**config.mk**
```make
export PLATFORM = sky130hd
export DESIGN_NAME = tiny_cpu_sequencer_flat
export DESIGN_NICKNAME = d
export VERILOG_FILES = /design/src/rtl/tiny_cpu_sequencer_if.sv /design/src/rtl/tiny_cpu_sequencer.sv /design/src/flat_wrapper.sv
export SDC_FILE = /design/constraint.sdc
export NUM_CORES = 1
export LEC_CHECK = 0
export ABC_CLOCK_PERIOD_IN_PS = 3150
export CAP_MARGIN = 25
export CELL_PAD_IN_SITES_DETAIL_PLACEMENT = 1
export CELL_PAD_IN_SITES_GLOBAL_PLACEMENT = 1
export CORE_UTILIZATION = 39
export DETAILED_ROUTE_END_ITERATION = 8
export PLACE_DENSITY_LB_ADDON = 0.1
export SETUP_SLACK_MARGIN = 0.5
export SYNTH_ARGS = -nofsm -noshare
export SYNTH_HDL_FRONTEND = slang
export SYNTH_SLANG_ARGS = --single-unit
```
**constraint.sdc**
```tcl
create_clock -name clk -period 3.15 [get_ports clk]
set_input_delay 0.63 -clock clk [delete_from_list [all_inputs] [get_ports clk]]
set_output_delay 0.63 -clock clk [all_outputs]
set_load 0.02 [all_outputs]
```
**src/rtl/tiny_cpu_sequencer_if.sv**
```systemverilog
// Host/datapath bundle for tiny_cpu_sequencer.
// master: host + datapath side; slave: the sequencer.
interface tiny_cpu_sequencer_if;
    // host job request
    logic       start;
    logic       abort;
    logic [3:0] seed;
    logic [3:0] opcode_in;
    logic [2:0] nsteps;
    logic       halt_on_zero;
    // datapath feedback and drive
    logic [3:0] acc_res;
    logic       dp_mode;
    logic [3:0] dp_opcode;
    logic [3:0] dp_seed;
    // host status
    logic       busy;
    logic       done;
    logic [3:0] result;
    logic [2:0] steps_done;
    logic       zero_stop;

    modport master (
        output start, abort, seed, opcode_in, nsteps, halt_on_zero,
        output acc_res,
        input  dp_mode, dp_opcode, dp_seed,
        input  busy, done, result, steps_done, zero_stop
    );

    modport slave (
        input  start, abort, seed, opcode_in, nsteps, halt_on_zero,
        input  acc_res,
        output dp_mode, dp_opcode, dp_seed,
        output busy, done, result, steps_done, zero_stop
    );
endinterface

```
**src/rtl/tiny_cpu_sequencer.sv**
```systemverilog
// Load/execute sequencer for the 4-bit accumulator datapath.
// Ports: clk, rst (async, active-high), bus (slave side of job/datapath bundle).
module tiny_cpu_sequencer #(
    parameter int STEPS_MAX = 6
) (
    input logic                  clk,
    input logic                  rst,
    tiny_cpu_sequencer_if.slave  bus
);

    typedef enum logic [1:0] {
        IDLE,
        LOAD,
        EXEC,
        DRAIN
    } state_t;

    state_t     state_q;
    state_t     state_d;
    logic [3:0] cnt_q;
    logic [3:0] cnt_d;
    logic       zflag_q;
    logic       zflag_d;

    logic [3:0] seed_q;
    logic [3:0] op_q;
    logic [2:0] nsteps_q;
    logic       hoz_q;

    logic       dp_mode_q;
    logic       busy_q;
    logic       done_q;
    logic [3:0] result_q;
    logic [2:0] steps_q;
    logic       zstop_q;

    logic [3:0] target;
    logic       accept;
    logic       finish;

    assign target = (nsteps_q == 3'd0) ? 4'(STEPS_MAX)
                                       : {1'b0, nsteps_q};
    assign accept = (state_q == IDLE) && bus.start;
    // abort in DRAIN also suppresses the capture
    assign finish = (state_q == DRAIN) && !bus.abort;

    always_comb begin
        state_d = state_q;
        cnt_d   = cnt_q;
        zflag_d = zflag_q;
        unique case (state_q)
            IDLE: begin
                if (bus.start) begin
                    state_d = LOAD;
                    cnt_d   = 4'd0;
                    zflag_d = 1'b0;
                end
            end
            LOAD: begin
                state_d = EXEC;
            end
            EXEC: begin
                // this cycle counts as a step whichever way we leave
                cnt_d = cnt_q + 4'd1;
                if (cnt_d == target) begin
                    state_d = DRAIN;
                end
                if (hoz_q && (bus.acc_res == 4'd0)) begin
                    state_d = DRAIN;
                    zflag_d = 1'b1;
                end
            end
            DRAIN: begin
                state_d = IDLE;
            end
            default: begin
                state_d = IDLE;
            end
        endcase
        if (bus.abort && (state_q != IDLE)) begin
            state_d = IDLE;
        end
    end

    always_ff @(posedge clk or posedge rst) begin
        if (rst) begin
            state_q   <= IDLE;
            cnt_q     <= 4'd0;
            zflag_q   <= 1'b0;
            seed_q    <= 4'd0;
            op_q      <= 4'd0;
            nsteps_q  <= 3'd0;
            hoz_q     <= 1'b0;
            dp_mode_q <= 1'b0;
            busy_q    <= 1'b0;
            done_q    <= 1'b0;
            result_q  <= 4'd0;
            steps_q   <= 3'd0;
            zstop_q   <= 1'b0;
        end else begin
            state_q   <= state_d;
            cnt_q     <= cnt_d;
            zflag_q   <= zflag_d;
            dp_mode_q <= (state_d == EXEC);
            busy_q    <= (state_d != IDLE);
            done_q    <= finish;
            if (accept) begin
                seed_q   <= bus.seed;
                op_q     <= bus.opcode_in;
                nsteps_q <= bus.nsteps;
                hoz_q    <= bus.halt_on_zero;
            end
            if (finish) begin
                result_q <= bus.acc_res;
                steps_q  <= cnt_q[2:0];
                zstop_q  <= zflag_q;
            end
        end
    end

    assign bus.dp_mode    = dp_mode_q;
    assign bus.dp_opcode  = op_q;
    assign bus.dp_seed    = seed_q;
    assign bus.busy       = busy_q;
    assign bus.done       = done_q;
    assign bus.result     = result_q;
    assign bus.steps_done = steps_q;
    assign bus.zero_stop  = zstop_q;

endmodule
```
**src/flat_wrapper.sv**
```systemverilog
// flat-port wrapper written by rule: the top's interface ports become plain ports
module tiny_cpu_sequencer_flat 
#(
    parameter int STEPS_MAX = 6
)
  (clk, rst, bus_start, bus_abort, bus_seed, bus_opcode_in, bus_nsteps, bus_halt_on_zero, bus_acc_res, bus_dp_mode, bus_dp_opcode, bus_dp_seed, bus_busy, bus_done, bus_result, bus_steps_done, bus_zero_stop);
  tiny_cpu_sequencer_if bus_i ();
  input logic clk;
  input logic rst;
  input wire logic [$bits(bus_i.start)-1:0] bus_start;
  input wire logic [$bits(bus_i.abort)-1:0] bus_abort;
  input wire logic [$bits(bus_i.seed)-1:0] bus_seed;
  input wire logic [$bits(bus_i.opcode_in)-1:0] bus_opcode_in;
  input wire logic [$bits(bus_i.nsteps)-1:0] bus_nsteps;
  input wire logic [$bits(bus_i.halt_on_zero)-1:0] bus_halt_on_zero;
  input wire logic [$bits(bus_i.acc_res)-1:0] bus_acc_res;
  output wire logic [$bits(bus_i.dp_mode)-1:0] bus_dp_mode;
  output wire logic [$bits(bus_i.dp_opcode)-1:0] bus_dp_opcode;
  output wire logic [$bits(bus_i.dp_seed)-1:0] bus_dp_seed;
  output wire logic [$bits(bus_i.busy)-1:0] bus_busy;
  output wire logic [$bits(bus_i.done)-1:0] bus_done;
  output wire logic [$bits(bus_i.result)-1:0] bus_result;
  output wire logic [$bits(bus_i.steps_done)-1:0] bus_steps_done;
  output wire logic [$bits(bus_i.zero_stop)-1:0] bus_zero_stop;
  assign bus_i.start = bus_start;
  assign bus_i.abort = bus_abort;
  assign bus_i.seed = bus_seed;
  assign bus_i.opcode_in = bus_opcode_in;
  assign bus_i.nsteps = bus_nsteps;
  assign bus_i.halt_on_zero = bus_halt_on_zero;
  assign bus_i.acc_res = bus_acc_res;
  assign bus_dp_mode = bus_i.dp_mode;
  assign bus_dp_opcode = bus_i.dp_opcode;
  assign bus_dp_seed = bus_i.dp_seed;
  assign bus_busy = bus_i.busy;
  assign bus_done = bus_i.done;
  assign bus_result = bus_i.result;
  assign bus_steps_done = bus_i.steps_done;
  assign bus_zero_stop = bus_i.zero_stop;
  tiny_cpu_sequencer #(.STEPS_MAX(STEPS_MAX)) u_core (.clk(clk), .rst(rst), .bus(bus_i));
endmodule
```
==> reports/metrics.csv, run 1 <==
metric,value,unit
status,completed,
slew-limit-headroom,0.483,
postSynthNetCount,129,
stdcell_area,0.00183,mm2
finalHoldViolations,0,
detailed_place_hpwl,2130,um
cts.sinks,30,
remaining_drc_errors,0,
fin_ws,1.23,ns
fmax,521,MHz
route.final.wire_length,2810,um
leakagePower,0.788,nW
die_width,60.6,um
number_of_global_route_vias_before_repair,1079,
rsz0062_at_grt,false,
post-route-period-util,0.610,
rows,20,
path_delay_family,buffers and inverters,
routabilityCongestion,0.804,
syn_avg_cell_area,12.7,um2
cp-endpoint,bus_result[1],
maxSlewViolCount,0,
post-route-util,0.581,
firstDrtPassIters,4,
drive_above_1_share,0.207,
chip_height,60.6,um
netlist_area,0.00134,mm2
cp_max_fo,2,
die_area,0.00367,mm2
place_inst,186,
cap_viol_max_count,0,
cts-buffers-inserted,5,
multi_input_comb_area,554,um2
maximum_number_of_pins_on_one_net_before_global_route_repair,31,
cts_root_buf,sky130_fd_sc_hd__clkbuf_4,
ctsLongestPathBuffers,2,
reg2reg_setup_slack,1.44,ns
holdCritPathClass,reg2reg,
clock_skew,0.00526,ns
peakVddDrop,0.458,mV
timing_worst_setup_path_type,reg2out,
antenna_violations_before_repair,0,
post_cts.resized_instances,0,
ff2ff_path_depth,3,
cp-startpoint,u_core.bus.result[1],
dpl-instance-area,0.00177,mm2
cts_setup_buffers,0,
post_synth_num_cell_types,30,
critPathMaxStageDelay,0.61,ns
pre_cts_ws,0.864,ns
clk_latency,0.32,ns
power-per-cell-area,934,mW/mm2
critical_path.reg2reg.startpoint,u_core.state_q[0],
num_vias,987,
post_synth_inst_count,105,
drtAntennaViolNets,0,
timing.critical_path.arrival,1.29,ns
globalRouteMet3Util,0.0469,
grt_first_pass_wirelength,4590,um
timing_worst_slew_pin_value,0.774,ns
grt_util_all_layers,0.179,
groute.layer.met2.usage,0.309,
via_per_inst,5.09,
global_route.peak_usage_layer,met2,
antennaDiodeCount,0,
fin_cells,194,
initial_core_utilization,0.424,
input_output_buffers,38,
nets,173,
asyncSetResetFlopFracSynth,1.00,
worst_setup_path_start_kind,register,
num_io_pins,39,
post_route_minimum_period,1.92,ns
path_depth,1,
drt_iter0_drc,19,
area.sequential,751,um2
worstPathCellList,clkdlybuf4s50_1,
number_of_flops_mapped_to_enable_cells_by_yosys,0,
grt.met1_usage,0.198,
holdWs,0.509,ns
cpMaxStageDelayCell,sky130_fd_sc_hd__clkdlybuf4s50_1,
area.growth.synth_to_final,36.9,%
report.power.total,1.71,mW
cts.reportedPaths.clkPinSlew,0.09,ns
final_setup_viols,0,
synth-seq-area-share,0.561,
h_tree_levels,2,
synth_top_flop_cell,sky130_fd_sc_hd__dfrtp_1,
cts.hold.buffers_added,0,
fill_cells,353,
grt-ovfl-total,0,
routed_wire_length_per_instance,14.5,um
worstSetupEndpointType,output port,
required,2.52,ns
core,0.00315,mm2
flip_flop_and_latch_count_after_synthesis,30,
worst_r2r_end,u_core.bus.steps_done[1],
synth_warnings,0,
critPathBufInv,1,
clock_tree_from_tritoncts,done,
setup_total_negative_slack,0,ns
## power breakdown
group / internal, mW / switching, mW
clock: 0.108 / 0.127
sequential: 0.543 / 0.107
combinational: 0.426 / 0.399
## registers in the layout, summed over array words and instances (netlist names)
name                   flops
u_core.bus.dp_opcode       4
u_core.bus.dp_seed         4
u_core.bus.result          4
u_core.cnt_q               4
u_core.bus.steps_done      3
u_core.nsteps_q            3
u_core.state_q             2
u_core.bus.busy            1
u_core.bus.done            1
u_core.bus.dp_mode         1
u_core.bus.zero_stop       1
u_core.hoz_q               1
u_core.zflag_q             1
## worst register-to-register path: stages (launching register included)
cell and delay [ns]:
sky130_fd_sc_hd__dfrtp_1 0.42, sky130_fd_sc_hd__ha_1 0.16, sky130_fd_sc_hd__nor2b_1 0.62, sky130_fd_sc_hd__mux2_2 0.41
## synthesized netlist by cell type (3+ instances only)
master / instances / area [um2]
sky130_fd_sc_hd__nand2_1: 4 / 15.0
sky130_fd_sc_hd__nand2b_1: 4 / 25.0
sky130_fd_sc_hd__nor2_1: 3 / 11.3
sky130_fd_sc_hd__ha_1: 4 / 50.1
sky130_fd_sc_hd__inv_1: 6 / 22.5
sky130_fd_sc_hd__o21ai_0: 6 / 30.0
sky130_fd_sc_hd__mux2_2: 20 / 225
sky130_fd_sc_hd__nor2b_1: 3 / 18.8
sky130_fd_sc_hd__dfrtp_1: 30 / 751
## routing by layer
| layer | up-vias | share of wire |
|---|---|---|
| li1 | 459 | - |
| met1 | 490 | 0.40 |
| met2 | 31 | 0.53 |
| met3 | 7 | 0.051 |
| met4 | 0 | 0.022 |
| met5 | - | 0 |
## layout make-up
type / instances / area share
inverter: 6 / 0.0123
clock inverter: 1 / 0.00273
multi-input combinational: 67 / 0.303
timing repair buffer: 39 / 0.212
tap: 44 / 0.0301
sequential: 30 / 0.410
clock buffer: 7 / 0.0301
## placed cells by master, fill, tap and decap left out, types with 2 or more instances in the layout
cell / synthesis / layout
sky130_fd_sc_hd__a21oi_1: 2 / 2
sky130_fd_sc_hd__clkbuf_4: 0 / 5
sky130_fd_sc_hd__clkdlybuf4s50_1: 0 / 38
sky130_fd_sc_hd__dfrtp_1: 30 / 30
sky130_fd_sc_hd__ha_1: 4 / 4
sky130_fd_sc_hd__inv_1: 6 / 6
sky130_fd_sc_hd__mux2_2: 20 / 20
sky130_fd_sc_hd__nand2_1: 4 / 4
sky130_fd_sc_hd__nand2b_1: 4 / 4
sky130_fd_sc_hd__nand3_1: 2 / 2
sky130_fd_sc_hd__nor2_1: 3 / 3
sky130_fd_sc_hd__nor2b_1: 3 / 3
sky130_fd_sc_hd__o21a_1: 2 / 2
sky130_fd_sc_hd__o21ai_0: 6 / 6
## worst min-delay path by stage
stage                     slack [ns]               endpoint  depth (start not counted)                  start
after global placement          0.49        u_core.cnt_q[3]                          2        u_core.cnt_q[3]
after CTS                       0.51  u_core.bus.dp_seed[3]                          1  u_core.bus.dp_seed[3]
after floorplan                 0.47        u_core.cnt_q[3]                          2        u_core.cnt_q[3]
after detailed placement        0.49  u_core.bus.dp_seed[3]                          1  u_core.bus.dp_seed[3]
final                           0.51  u_core.bus.dp_seed[3]                          1  u_core.bus.dp_seed[3]
after global routing            0.52  u_core.bus.dp_seed[3]                          1  u_core.bus.dp_seed[3]
## cells by family (layout without fill, tap and decap cells)
group / count (synthesis) / count (layout) / synth area share
DFF: 30 / 30 / 0.561
and+or+nand+nor: 22 / 22 / 0.0945
muxes: 21 / 21 / 0.176
AOI/OAI and AO/OA: 18 / 18 / 0.0936
buffers and inverters: 8 / 53 / 0.0243
adders and majority gates: 4 / 4 / 0.0374
xor gates and xnor gates: 2 / 2 / 0.0131
Power figures use the tool's default switching activity.
==> inputs of run 2 (changes only) <==
--- a/config.mk
+++ b/config.mk
@@ -5,11 +5,11 @@
 export SDC_FILE = /design/constraint.sdc
 export NUM_CORES = 1
 export LEC_CHECK = 0
-export ABC_CLOCK_PERIOD_IN_PS = 3150
+export ABC_CLOCK_PERIOD_IN_PS = 1650
 export CAP_MARGIN = 25
 export CELL_PAD_IN_SITES_DETAIL_PLACEMENT = 1
 export CELL_PAD_IN_SITES_GLOBAL_PLACEMENT = 1
-export CORE_UTILIZATION = 39
+export CORE_UTILIZATION = 33
 export DETAILED_ROUTE_END_ITERATION = 8
 export PLACE_DENSITY_LB_ADDON = 0.1
 export SETUP_SLACK_MARGIN = 0.5
==> constraint.sdc (replaced) <==
create_clock -name clk -period 1.65 [get_ports clk]
set_input_delay 0.33 -clock clk [delete_from_list [all_inputs] [get_ports clk]]
set_output_delay 0.33 -clock clk [all_outputs]
set_load 0.02 [all_outputs]
==> run 2 against run 1 <==
Against the previous run: die area increased by 18%; sequential power increased by 100%; non-clock buffer count increased by 26; clock-buffer cell count unchanged; clock skew decreased by 0.00087 ns; total power increased to 2.7 times the previous value; largest power group unchanged; highest routed layer unchanged.
==> reports/metrics.csv, run 2 (synthesized netlist as in run 1, its figures left out) <==
metric,value,unit,change
status,completed,,unchanged
core,0.00377,mm2,was 0.00315 mm2
rsz0062_at_grt,true,,was false
chip_height,65.7,um,was 60.6 um
maximum_number_of_pins_on_one_net_before_global_route_repair,31,,unchanged
remaining_drc_errors,0,,unchanged
timing.critical_path.arrival,1.80,ns,was 1.29 ns
finalHoldViolations,0,,unchanged
maxUsedRoutingLayer,met4,,unchanged
initial_core_utilization,0.355,,was 0.424
cpMaxStageDelayCell,sky130_fd_sc_hd__clkdlybuf4s50_1,,unchanged
num_vias,1120,,was 987
die_area,0.00431,mm2,was 0.00367 mm2
setup_total_negative_slack,0,ns,unchanged
input_output_buffers,38,,unchanged
antennaDiodeCount,0,,unchanged
wirelength_met1,1530,um,was 1120 um
fin_ws,0.0672,ns,was 1.23 ns
final_setup_viols,0,,unchanged
cts_root_buf,sky130_fd_sc_hd__clkbuf_8,,was sky130_fd_sc_hd__clkbuf_4
maxSlewViolCount,0,,unchanged
report.power.total,4.55,mW,was 1.71 mW
post-route-util,0.625,,was 0.581
antenna_violations_before_repair,0,,unchanged
cp_max_fo,3,,was 2
firstDrtPassIters,4,,unchanged
via_per_inst,4.98,,was 5.09
wl_met3,139,um,was 144 um
drtAntennaViolNets,0,,unchanged
routabilityCongestion,0.836,,was 0.804
drive_above_1_share,0.548,,was 0.207
cap_viol_max_count,0,,unchanged
timing_worst_slew_pin_value,0.468,ns,was 0.774 ns
timing_worst_setup_path_type,in2reg,,was reg2out
stdcell_area,0.00236,mm2,was 0.00183 mm2
cts.hold.buffers_added,0,,unchanged
critPathMaxStageDelay,0.51,ns,was 0.61 ns
worstSetupEndpointType,register,,was output port
die_width,65.7,um,was 60.6 um
met2_length,2060,um,was 1480 um
rows,22,,was 20
worstPathCellList,clkdlybuf4s50_1 > nor4_2 > buf_4 > a21o_1 > a2111oi_4 > o21a_1,,was clkdlybuf4s50_1
cts.reportedPaths.clkPinSlew,0.07,ns,was 0.09 ns
pre_cts_ws,-0.189,ns,was 0.864 ns
cts.sinks,30,,unchanged
fin_cells,225,,was 194
path_delay_family,compound AO/OA/AOI/OAI gates,,was buffers and inverters
layout_commonest_cell,sky130_fd_sc_hd__dfrtp_1,,was sky130_fd_sc_hd__clkdlybuf4s50_1
detailed_place_hpwl,2300,um,was 2130 um
area.growth.synth_to_final,76.1,%,was 36.9%
leakagePower,1.09,nW,was 0.788 nW
grt_util_all_layers,0.189,,was 0.179
clock_skew,0.00439,ns,was 0.00526 ns
cts-buffers-inserted,5,,unchanged
clk_latency,0.28,ns,was 0.32 ns
slew-limit-headroom,0.688,,was 0.483
number_of_global_route_vias_before_repair,1125,,was 1079
grt-ovfl-total,0,,unchanged
h_tree_levels,2,,unchanged
grt_first_pass_wirelength,5900,um,was 4590 um
clock_tree_from_tritoncts,done,,unchanged
holdWs,0.429,ns,was 0.509 ns
power-per-cell-area,1930,mW/mm2,was 934 mW/mm2
holdCritPathClass,in2async,,was reg2reg
ctsLongestPathBuffers,2,,unchanged
place_inst,194,,was 186
required,1.86,ns,was 2.52 ns
critPathBufInv,2,,was 1
routed_wire_length_per_instance,17.0,um,was 14.5 um
critical_path.reg2reg.startpoint,u_core.cnt_q[1],,was u_core.state_q[0]
peakVddDrop,1.16,mV,was 0.458 mV
post_route_minimum_period,1.58,ns,
num_io_pins,39,,unchanged
cp-startpoint,bus_acc_res[0],,was u_core.bus.result[1]
nets,200,,was 173
route.final.wire_length,3830,um,was 2810 um
dpl-instance-area,0.00191,mm2,was 0.00177 mm2
worst_setup_path_start_kind,input port,,was register
post-route-period-util,0.959,,
fill_cells,385,,was 353
fmax,632,MHz,
layout.cells.most_common_list,"28 x sky130_fd_sc_hd__dfrtp_1, 23 x sky130_fd_sc_hd__buf_6, 21 x sky130_fd_sc_hd__buf_4, 19 x sky130_fd_sc_hd__mux2_4, 16 x sky130_fd_sc_hd__clkdlybuf4s50_1",,"was 38 x sky130_fd_sc_hd__clkdlybuf4s50_1, 30 x sky130_fd_sc_hd__dfrtp_1, 20 x sky130_fd_sc_hd__mux2_2, 6 x sky130_fd_sc_hd__o21ai_0, 6 x sky130_fd_sc_hd__inv_1"
drt_iter0_drc,24,,was 19
run 2: what timing repair did:
item                       4_1_cts  5_1_grt
pin swaps                        9        5
cloned                           2        0
setup endpoints to repair       48       48
resized for setup              116       37
setup buffers                   10       11
run 2: tightest hold or removal path: stages:
cell and delay [ns]:
sky130_fd_sc_hd__clkdlybuf4s50_1 0.40, sky130_fd_sc_hd__inv_1 0.05, sky130_fd_sc_hd__buf_4 0.34
run 2: worst paths after layout:
check                      cells after the start  slack, ns                    to
setup / recovery                               6       0.07    u_core.bus.dp_mode
hold / removal                                 3       0.43  u_core.bus.result[1]
setup reg to reg                               5       0.09    u_core.bus.dp_mode
hold reg to reg                                2       0.51       u_core.cnt_q[3]
max in group asynchronous                      3       0.92       u_core.cnt_q[0]
min in group clk                               2       0.47  u_core.bus.result[1]
run 2: final cells by class:
type / count / area (um2) / share of cell area
clock buffers: 7 / 86.3 / 0.0366
clock inverters: 1 / 5.00 / 0.00212
inverters: 6 / 22.5 / 0.00956
multi-input cells: 68 / 806 / 0.342
flip-flops and latches: 30 / 753 / 0.320
well taps: 48 / 60.1 / 0.0255
repair buffers: 65 / 623 / 0.264
run 2: power by group:
part / leakage (nW) / internal [mW] / total [mW] / switching (mW)
registers: 0.373 / 1.04 / 1.32 / 0.277
logic: 0.666 / 1.52 / 2.63 / 1.11
clock network: 0.0482 / 0.336 / 0.600 / 0.264
run 2: per-layer routing:
layer / track usage / vias up
li1: - / 516
met1: 0.237 / 564
met2: 0.315 / 29
met3: 0.0521 / 11
met4: 0.0571 / 0
met5: 0 / -
